$ cat src/rtl/busio_pkg.sv
// Shared encodings for the core's bus responder: access sizes and FSM states.
package busio_pkg;

  localparam logic [1:0] SIZE_BYTE = 2'd0;
  localparam logic [1:0] SIZE_HALF = 2'd1;
  localparam logic [1:0] SIZE_WORD = 2'd2;

  typedef enum logic [1:0] {
    IDLE  = 2'd0,
    FETCH = 2'd1,
    MEM   = 2'd2
  } state_t;

endpackage

$ cat src/rtl/busio_align.sv
// Byte-lane steering: store replication and strobes, load lane pick and extension.
// Purely combinational; the store path and load path are independent.
module busio_align
  import busio_pkg::*;
(
  input  logic [1:0]  st_size,
  input  logic [1:0]  st_lo,
  input  logic [31:0] st_data,
  output logic [31:0] st_wdata,
  output logic [3:0]  st_strobe,
  input  logic [1:0]  ld_size,
  input  logic [1:0]  ld_lo,
  input  logic        ld_signed,
  input  logic [31:0] ld_word,
  output logic [31:0] ld_data
);

  logic [7:0]  ld_byte;
  logic [15:0] ld_half;

  always_comb begin
    st_wdata  = st_data;
    st_strobe = 4'b1111;
    case (st_size)
      SIZE_BYTE: begin
        st_wdata  = {4{st_data[7:0]}};
        st_strobe = 4'b0001 << st_lo;
      end
      SIZE_HALF: begin
        st_wdata  = {2{st_data[15:0]}};
        st_strobe = 4'b0011 << {st_lo[1], 1'b0};
      end
      default: ;
    endcase
  end

  always_comb begin
    case (ld_lo)
      2'd0:    ld_byte = ld_word[7:0];
      2'd1:    ld_byte = ld_word[15:8];
      2'd2:    ld_byte = ld_word[23:16];
      default: ld_byte = ld_word[31:24];
    endcase
    ld_half = ld_lo[1] ? ld_word[31:16] : ld_word[15:0];
    case (ld_size)
      SIZE_BYTE: ld_data = {{24{ld_signed & ld_byte[7]}}, ld_byte};
      SIZE_HALF: ld_data = {{16{ld_signed & ld_half[15]}}, ld_half};
      default:   ld_data = ld_word;
    endcase
  end

endmodule

$ cat src/rtl/busio.sv
// Arbitrates fetch and data ports onto one valid/ready word bus; one-entry fetch buffer.
// Request latched in IDLE, ext_valid next cycle, ready one cycle after the ext handshake.
module busio
  import busio_pkg::*;
#(
  parameter bit MEM_FIRST = 1'b1
) (
  input  logic        clk,
  input  logic        reset,
  input  logic [31:0] fetch_address,
  output logic [31:0] fetch_data,
  output logic        fetch_ready,
  input  logic [31:0] mem_address,
  input  logic [31:0] mem_store_data,
  input  logic [1:0]  mem_size,
  input  logic        mem_signed,
  input  logic        mem_load,
  input  logic        mem_store,
  output logic [31:0] mem_load_data,
  output logic        mem_ready,
  output logic        ext_valid,
  input  logic        ext_ready,
  output logic [31:0] ext_address,
  output logic        ext_write,
  output logic [31:0] ext_write_data,
  output logic [3:0]  ext_write_strobe,
  input  logic [31:0] ext_read_data
);

  state_t      state_q, state_d;
  logic        ext_valid_q, ext_valid_d;
  logic [31:0] ext_address_q, ext_address_d;
  logic        ext_write_q, ext_write_d;
  logic [31:0] ext_wdata_q, ext_wdata_d;
  logic [3:0]  ext_strobe_q, ext_strobe_d;
  logic        fbuf_valid_q, fbuf_valid_d;
  logic [29:0] fbuf_addr_q, fbuf_addr_d;
  logic [31:0] fbuf_data_q, fbuf_data_d;
  logic        mem_done_q, mem_done_d;
  logic [31:0] load_data_q, load_data_d;
  logic [1:0]  cap_lo_q, cap_lo_d;
  logic [1:0]  cap_size_q, cap_size_d;
  logic        cap_signed_q, cap_signed_d;

  logic        mem_any, mem_req, fetch_miss;
  logic [31:0] st_wdata, ld_data;
  logic [3:0]  st_strobe;
  logic        unused_fetch_lo;

  assign unused_fetch_lo = ^fetch_address[1:0];

  busio_align u_align (
    .st_size   (mem_size),
    .st_lo     (mem_address[1:0]),
    .st_data   (mem_store_data),
    .st_wdata  (st_wdata),
    .st_strobe (st_strobe),
    .ld_size   (cap_size_q),
    .ld_lo     (cap_lo_q),
    .ld_signed (cap_signed_q),
    .ld_word   (ext_read_data),
    .ld_data   (ld_data)
  );

  assign mem_any     = mem_load | mem_store;
  assign mem_req     = mem_any && !mem_done_q;
  assign fetch_ready = fbuf_valid_q && (fbuf_addr_q == fetch_address[31:2]);
  assign fetch_miss  = !fetch_ready;

  assign fetch_data       = fbuf_data_q;
  assign mem_ready        = mem_done_q || !mem_any;
  assign mem_load_data    = load_data_q;
  assign ext_valid        = ext_valid_q;
  assign ext_address      = ext_address_q;
  assign ext_write        = ext_write_q;
  assign ext_write_data   = ext_wdata_q;
  assign ext_write_strobe = ext_strobe_q;

  always_comb begin
    state_d       = state_q;
    ext_valid_d   = ext_valid_q;
    ext_address_d = ext_address_q;
    ext_write_d   = ext_write_q;
    ext_wdata_d   = ext_wdata_q;
    ext_strobe_d  = ext_strobe_q;
    fbuf_valid_d  = fbuf_valid_q;
    fbuf_addr_d   = fbuf_addr_q;
    fbuf_data_d   = fbuf_data_q;
    mem_done_d    = 1'b0;
    load_data_d   = load_data_q;
    cap_lo_d      = cap_lo_q;
    cap_size_d    = cap_size_q;
    cap_signed_d  = cap_signed_q;
    case (state_q)
      IDLE: begin
        if (mem_req && (MEM_FIRST || !fetch_miss)) begin
          state_d       = MEM;
          ext_valid_d   = 1'b1;
          ext_address_d = {mem_address[31:2], 2'b00};
          ext_write_d   = mem_store;
          ext_wdata_d   = mem_store ? st_wdata : 32'h0;
          ext_strobe_d  = mem_store ? st_strobe : 4'b0000;
          cap_lo_d      = mem_address[1:0];
          cap_size_d    = mem_size;
          cap_signed_d  = mem_signed;
        end else if (fetch_miss) begin
          state_d       = FETCH;
          ext_valid_d   = 1'b1;
          ext_address_d = {fetch_address[31:2], 2'b00};
          ext_write_d   = 1'b0;
          ext_wdata_d   = 32'h0;
          ext_strobe_d  = 4'b0000;
        end
      end
      FETCH: begin
        if (ext_ready) begin
          state_d      = IDLE;
          ext_valid_d  = 1'b0;
          fbuf_valid_d = 1'b1;
          fbuf_addr_d  = ext_address_q[31:2];
          fbuf_data_d  = ext_read_data;
        end
      end
      MEM: begin
        if (ext_ready) begin
          state_d     = IDLE;
          ext_valid_d = 1'b0;
          // A result is only presented if the pipeline is still asking for it.
          mem_done_d  = mem_any;
          if (ext_write_q) begin
            if (ext_address_q[31:2] == fbuf_addr_q) fbuf_valid_d = 1'b0;
          end else begin
            load_data_d = ld_data;
          end
        end
      end
      default: state_d = IDLE;
    endcase
  end

  always_ff @(posedge clk or posedge reset) begin
    if (reset) begin
      state_q       <= IDLE;
      ext_valid_q   <= 1'b0;
      ext_address_q <= 32'h0;
      ext_write_q   <= 1'b0;
      ext_wdata_q   <= 32'h0;
      ext_strobe_q  <= 4'b0000;
      fbuf_valid_q  <= 1'b0;
      fbuf_addr_q   <= 30'h0;
      fbuf_data_q   <= 32'h0;
      mem_done_q    <= 1'b0;
      load_data_q   <= 32'h0;
      cap_lo_q      <= 2'd0;
      cap_size_q    <= SIZE_BYTE;
      cap_signed_q  <= 1'b0;
    end else begin
      state_q       <= state_d;
      ext_valid_q   <= ext_valid_d;
      ext_address_q <= ext_address_d;
      ext_write_q   <= ext_write_d;
      ext_wdata_q   <= ext_wdata_d;
      ext_strobe_q  <= ext_strobe_d;
      fbuf_valid_q  <= fbuf_valid_d;
      fbuf_addr_q   <= fbuf_addr_d;
      fbuf_data_q   <= fbuf_data_d;
      mem_done_q    <= mem_done_d;
      load_data_q   <= load_data_d;
      cap_lo_q      <= cap_lo_d;
      cap_size_q    <= cap_size_d;
      cap_signed_q  <= cap_signed_d;
    end
  end

endmodule

$ cat config.mk
export PLATFORM = sky130hd
export DESIGN_NAME = busio
export DESIGN_NICKNAME = d
export VERILOG_FILES = /design/src/rtl/busio_pkg.sv /design/src/rtl/busio_align.sv /design/src/rtl/busio.sv
export SDC_FILE = /design/constraint.sdc
export NUM_CORES = 1
export LEC_CHECK = 0
export BUFFER_PORTS_ARGS = -buffer_cell sky130_fd_sc_hd__buf_2
export CAP_MARGIN = 10
export CORE_MARGIN = 2
export CORE_UTILIZATION = 35
export DETAILED_ROUTE_END_ITERATION = 6
export SYNTH_ARGS = -nofsm -noshare
export SYNTH_HDL_FRONTEND = slang
export SYNTH_HIERARCHICAL = 1
export SYNTH_SLANG_ARGS = --single-unit
$ cat constraint.sdc
create_clock -name clk -period 10.75 [get_ports clk]
set_input_delay 2.15 -clock clk [delete_from_list [all_inputs] [get_ports clk]]
set_output_delay 2.15 -clock clk [all_outputs]
set_load 0.01 [all_outputs]
==> out/metrics.sh <==
POST_CTS.RESIZED_INSTANCES=0
CRITICAL_PATH_FANOUTS_MAX=5
CLK_PIN_SLEW_PS=80
YS_TOP_CELLS_BY_AREA='dfrtp_1, mux2_2, xor2_1'
TIMING.MAX_SLEW.REL_SLACK_PCT=29.0
GRT_FIRST_PASS_WIRELENGTH_UM=40000
LIBRARY_CELLS_USED_BY_SYNTHESIS=45
MAX_SLEW.WORST_PIN.SLEW_PS=1060
CLK_PATH_BUF_DEPTH=2
DIE_H_UM=165
SYN-MEAN-INSTANCE-AREA_SQ_UM=11.1
WORST_SETUP_SKEW_AFTER_LAYOUT_PS=20.5
COMB_POWER_SHARE_PCT=45.2
STARTPOINT_TYPE='input pin'
SETUP.WORST_PATH.CLASS='input pin to primary output'
GRT.OVERFLOW.TOTAL=0
MULTIINPUTGATEAREA_SQ_UM=4460
ANTENNA_FOUND_INITIAL=4
WORST_HOLD_PATH_TYPE='flop to flop'
SLOWEST_DELAY_PS=660
INITIALDRTVIOLATIONCOUNT=542
SETUP-VIOLATIONS-FINAL=0
START_UTIL_PCT=35.3
WL_PER_CELL_UM=19.0
TOTALPOWERFINAL_W=0.00339
CRITICAL-PATH-TOP-CELL-BY-COUNT='buf_2'
ARRIVAL_PS=3720
FIN_NETS=1181
CTS_BUFFERS=17
DETAILED_PLACE_HPWL_UM=18500
FMAX_MHz=170
CLOCK_TREE.ROOT_CELL='clkbuf_16'
PERIOD_MINUS_SLACK_PS=5870
SEQCELLAREA_SQ_UM=4280
DETAIL_ROUTE.VIAS_PER_CELL=5.36
YS_SEQ_ELEMENTS=171
POWER_DENSITY_nW_PER_UM2=302
POST-CTS-SETUP-BUFFERS=0
ANT_NETS_AFTER_ROUTE=0
CTS_HOLD_BUFFERS=0
SEQPWRFRAC_PCT=36.3
ROUTABILITYCONGESTION=0.817
DETAIL_ROUTE.DRC_VIOLATIONS=0
TRITONCTS='done'
COUNT_OF_WARNINGS_EMITTED_BY_YOSYS=6
STATUS='finished, final reports clean'
EDFF_COUNT_SYNTH=0
CTS_HTREE_LEVELS=4
WORST_SKEW_PAIR.LATE_LATENCY_PS=440
NETSWITCHINGFRACTION_PCT=41.3
ASYNC_RESET_FF_SHARE_PCT=100
PLACEABLECOREAREA_SQ_UM=25800
SYNTHESIS.AREA_SQ_UM=9130
DR_TOTAL_VIAS=7465
SYNTHMOSTINSTANTIATEDCELL='dfrtp_1'
FIRST_PASS_ITERS=7
CP_DATA_REQUIRED_TIME_PS=8600
SLEW_VIOL_FINAL=0
YS.FLOP_TYPE='dfrtp_1'
PLACE.PORT_BUFFERS=267
FRACTION_OF_THE_CYCLE_THE_FINAL_WORST_PATH_NEEDS_PCT=54.6
NUM_IO_PINS=272
CRIT_PATH_CELL_TRACE='buf_2, xnor2_1, nand4_1, or4_1, nor2_1, buf_2'
GRT_PASS1_VIAS=7007
PIN_COUNT_OF_THE_BIGGEST_NET_ENTERING_GLOBAL_ROUTING=95
TOTAL_DIE_AREA_SQ_UM=27400
TIMING.FINAL.HOLD_VIOLATIONS=0
FF2FF_PATH_DEPTH=6
POWER_SWITCHING_W=0.00140
INTERNAL_POWER_W=0.00199
FINALWIRELENGTH_UM=26500
DRIVE_GT1_SHARE_PCT=44.5
POWER.SHARE.CLOCK_PCT=18.5
GRT_UTIL_ALL_LAYERS_PCT=19.0
FP.DIEW_UM=165
FINALSETUPTNS_PS=0
SYNTH_COMMON_CELLS='dfrtp_1, mux2_2, nor2b_1, clkbuf_1, nand4_1'
POSTSYNTHCELLCOUNT=819
NETLIST.TOP_CELL.BY_AREA='dfrtp_1'
IR_DROP_V=0.000148
LAYOUT-AREA-OVERHEAD-VS-SYNTH_PCT=23.0
CP-END-KIND='primary output'
SEQ_AREA_FRAC_SYNTH_PCT=46.9
HOLDPATHSTAGES=1
AREA_SHARE_OF_THE_LEADING_CELL_TYPE_IN_THE_SYNTHESIZED_NETLIST_PCT=46.9
CLKSINKCOUNT=171
NUM-FILL-CELLS=2528
TIMING.MAX_CAP.VIOLATIONS=0
STD_CELL_ROWS=59
CRITICAL_PATH_CELL_WITH_THE_HIGHEST_STAGE_DELAY='or4_1'
POWER.LEAKAGE_nW=5.18
RSZ0062_AT_GRT='false'
-- final timing paths --
path,slack [ps],end,from
min in group asynchronous,1730,ext_write_strobe[1],reset
worst min register to register,500,ext_write_data[0],ext_write_data[0]
worst max-delay path,4880,fetch_ready,fetch_address[5]
max in group asynchronous,7810,fetch_data[7],reset
worst max register to register,8240,ext_write_strobe[0],fbuf_addr_q[3]
worst min-delay path,500,ext_write_data[0],ext_write_data[0]
-- final cells by class --
class	count	share of cell area, %
clock inverter	15	1.56
multi-input combinational	565	39.7
antenna	3	0.0669
timing repair buffer	279	12.7
inverter	8	0.312
sequential	171	38.1
tap	335	3.73
clock buffer	17	3.79
-- flip-flops by register name (all words and copies together), names as in the netlist --
| name | count |
|---|---|
| ext_valid | 1 |
| ext_write_data | 32 |
| cap_lo_q | 2 |
| cap_signed_q | 1 |
| cap_size_q | 2 |
| mem_done_q | 1 |
| fbuf_addr_q | 30 |
| ext_write | 1 |
| ext_address | 30 |
| fbuf_valid_q | 1 |
| mem_load_data | 32 |
| fetch_data | 32 |
| ext_write_strobe | 4 |
| state_q | 2 |
-- layer usage --
layer / track usage, % / vias up / wire length, um
li1: - / 3480 / -
met1: 26.6 / 3657 / 12200
met2: 29.0 / 295 / 12000
met3: 4.12 / 31 / 1860
met4: 6.43 / 2 / 439
met5: 0 / - / 13
-- layout by cell type (no fill, tap or decap), drive strengths merged, types with 2 or more instances in the layout --
master / n
nor2: 12
mux2: 118
a31oi: 30
o21ai: 10
or4: 2
nand3: 31
o22ai: 2
o221ai: 8
o22a: 8
o211ai: 30
xor2: 38
xnor2: 24
clkbuf: 17
a22o: 36
clkinv: 9
nor3: 3
a21oi: 43
nor4: 12
nor2b: 50
nand4: 43
diode: 3
o21bai: 4
ha: 3
mux2i: 22
dfrtp: 171
nand2: 25
buf: 279
conb: 2
inv: 14
-- logic make-up after synthesis --
logic type	synth area share [%]
buffers and inverters	4.43
XOR/XNOR	5.95
other	0.0411
AND/OR/NAND/NOR	11.0
multiplexers	17.1
AO/OA/AOI/OAI	14.2
flip-flops	46.9
adder cells (fa/ha/maj)	0.411
-- power groups by stage --
stage	combinational, W	sequential, W	clock, W
floorplan	0.000960	0.00129	0
global placement	0.00151	0.00123	0
detailed placement	0.00153	0.00124	0
CTS	0.00154	0.00123	0.000644
global route	0.00167	0.00128	0.000674
finish	0.00153	0.00123	0.000626
-- stage by stage --
stage / hold WS, ps / util, % / setup slack (ps) / cells / area, sq um
after floorplan: 474 / - / 3970 / 820 / 9130
after global placement: 481 / 41.1 / 4940 / 1358 / 10600
after detailed placement: 478 / 41.1 / 4890 / 1358 / 10600
after CTS: 501 / 43.4 / 4880 / 1390 / 11200
after global routing: 508 / 43.5 / 4800 / 1393 / 11200
final: 499 / 43.5 / 4880 / 1393 / 11200
-- critical path, delay by kind of cell --
family,cells,cell delay (ps)
xor gates and xnor gates,1,310
buffers and inverters,2,290
and+or+nand+nor,3,970
Power figures use the tool's default switching activity.
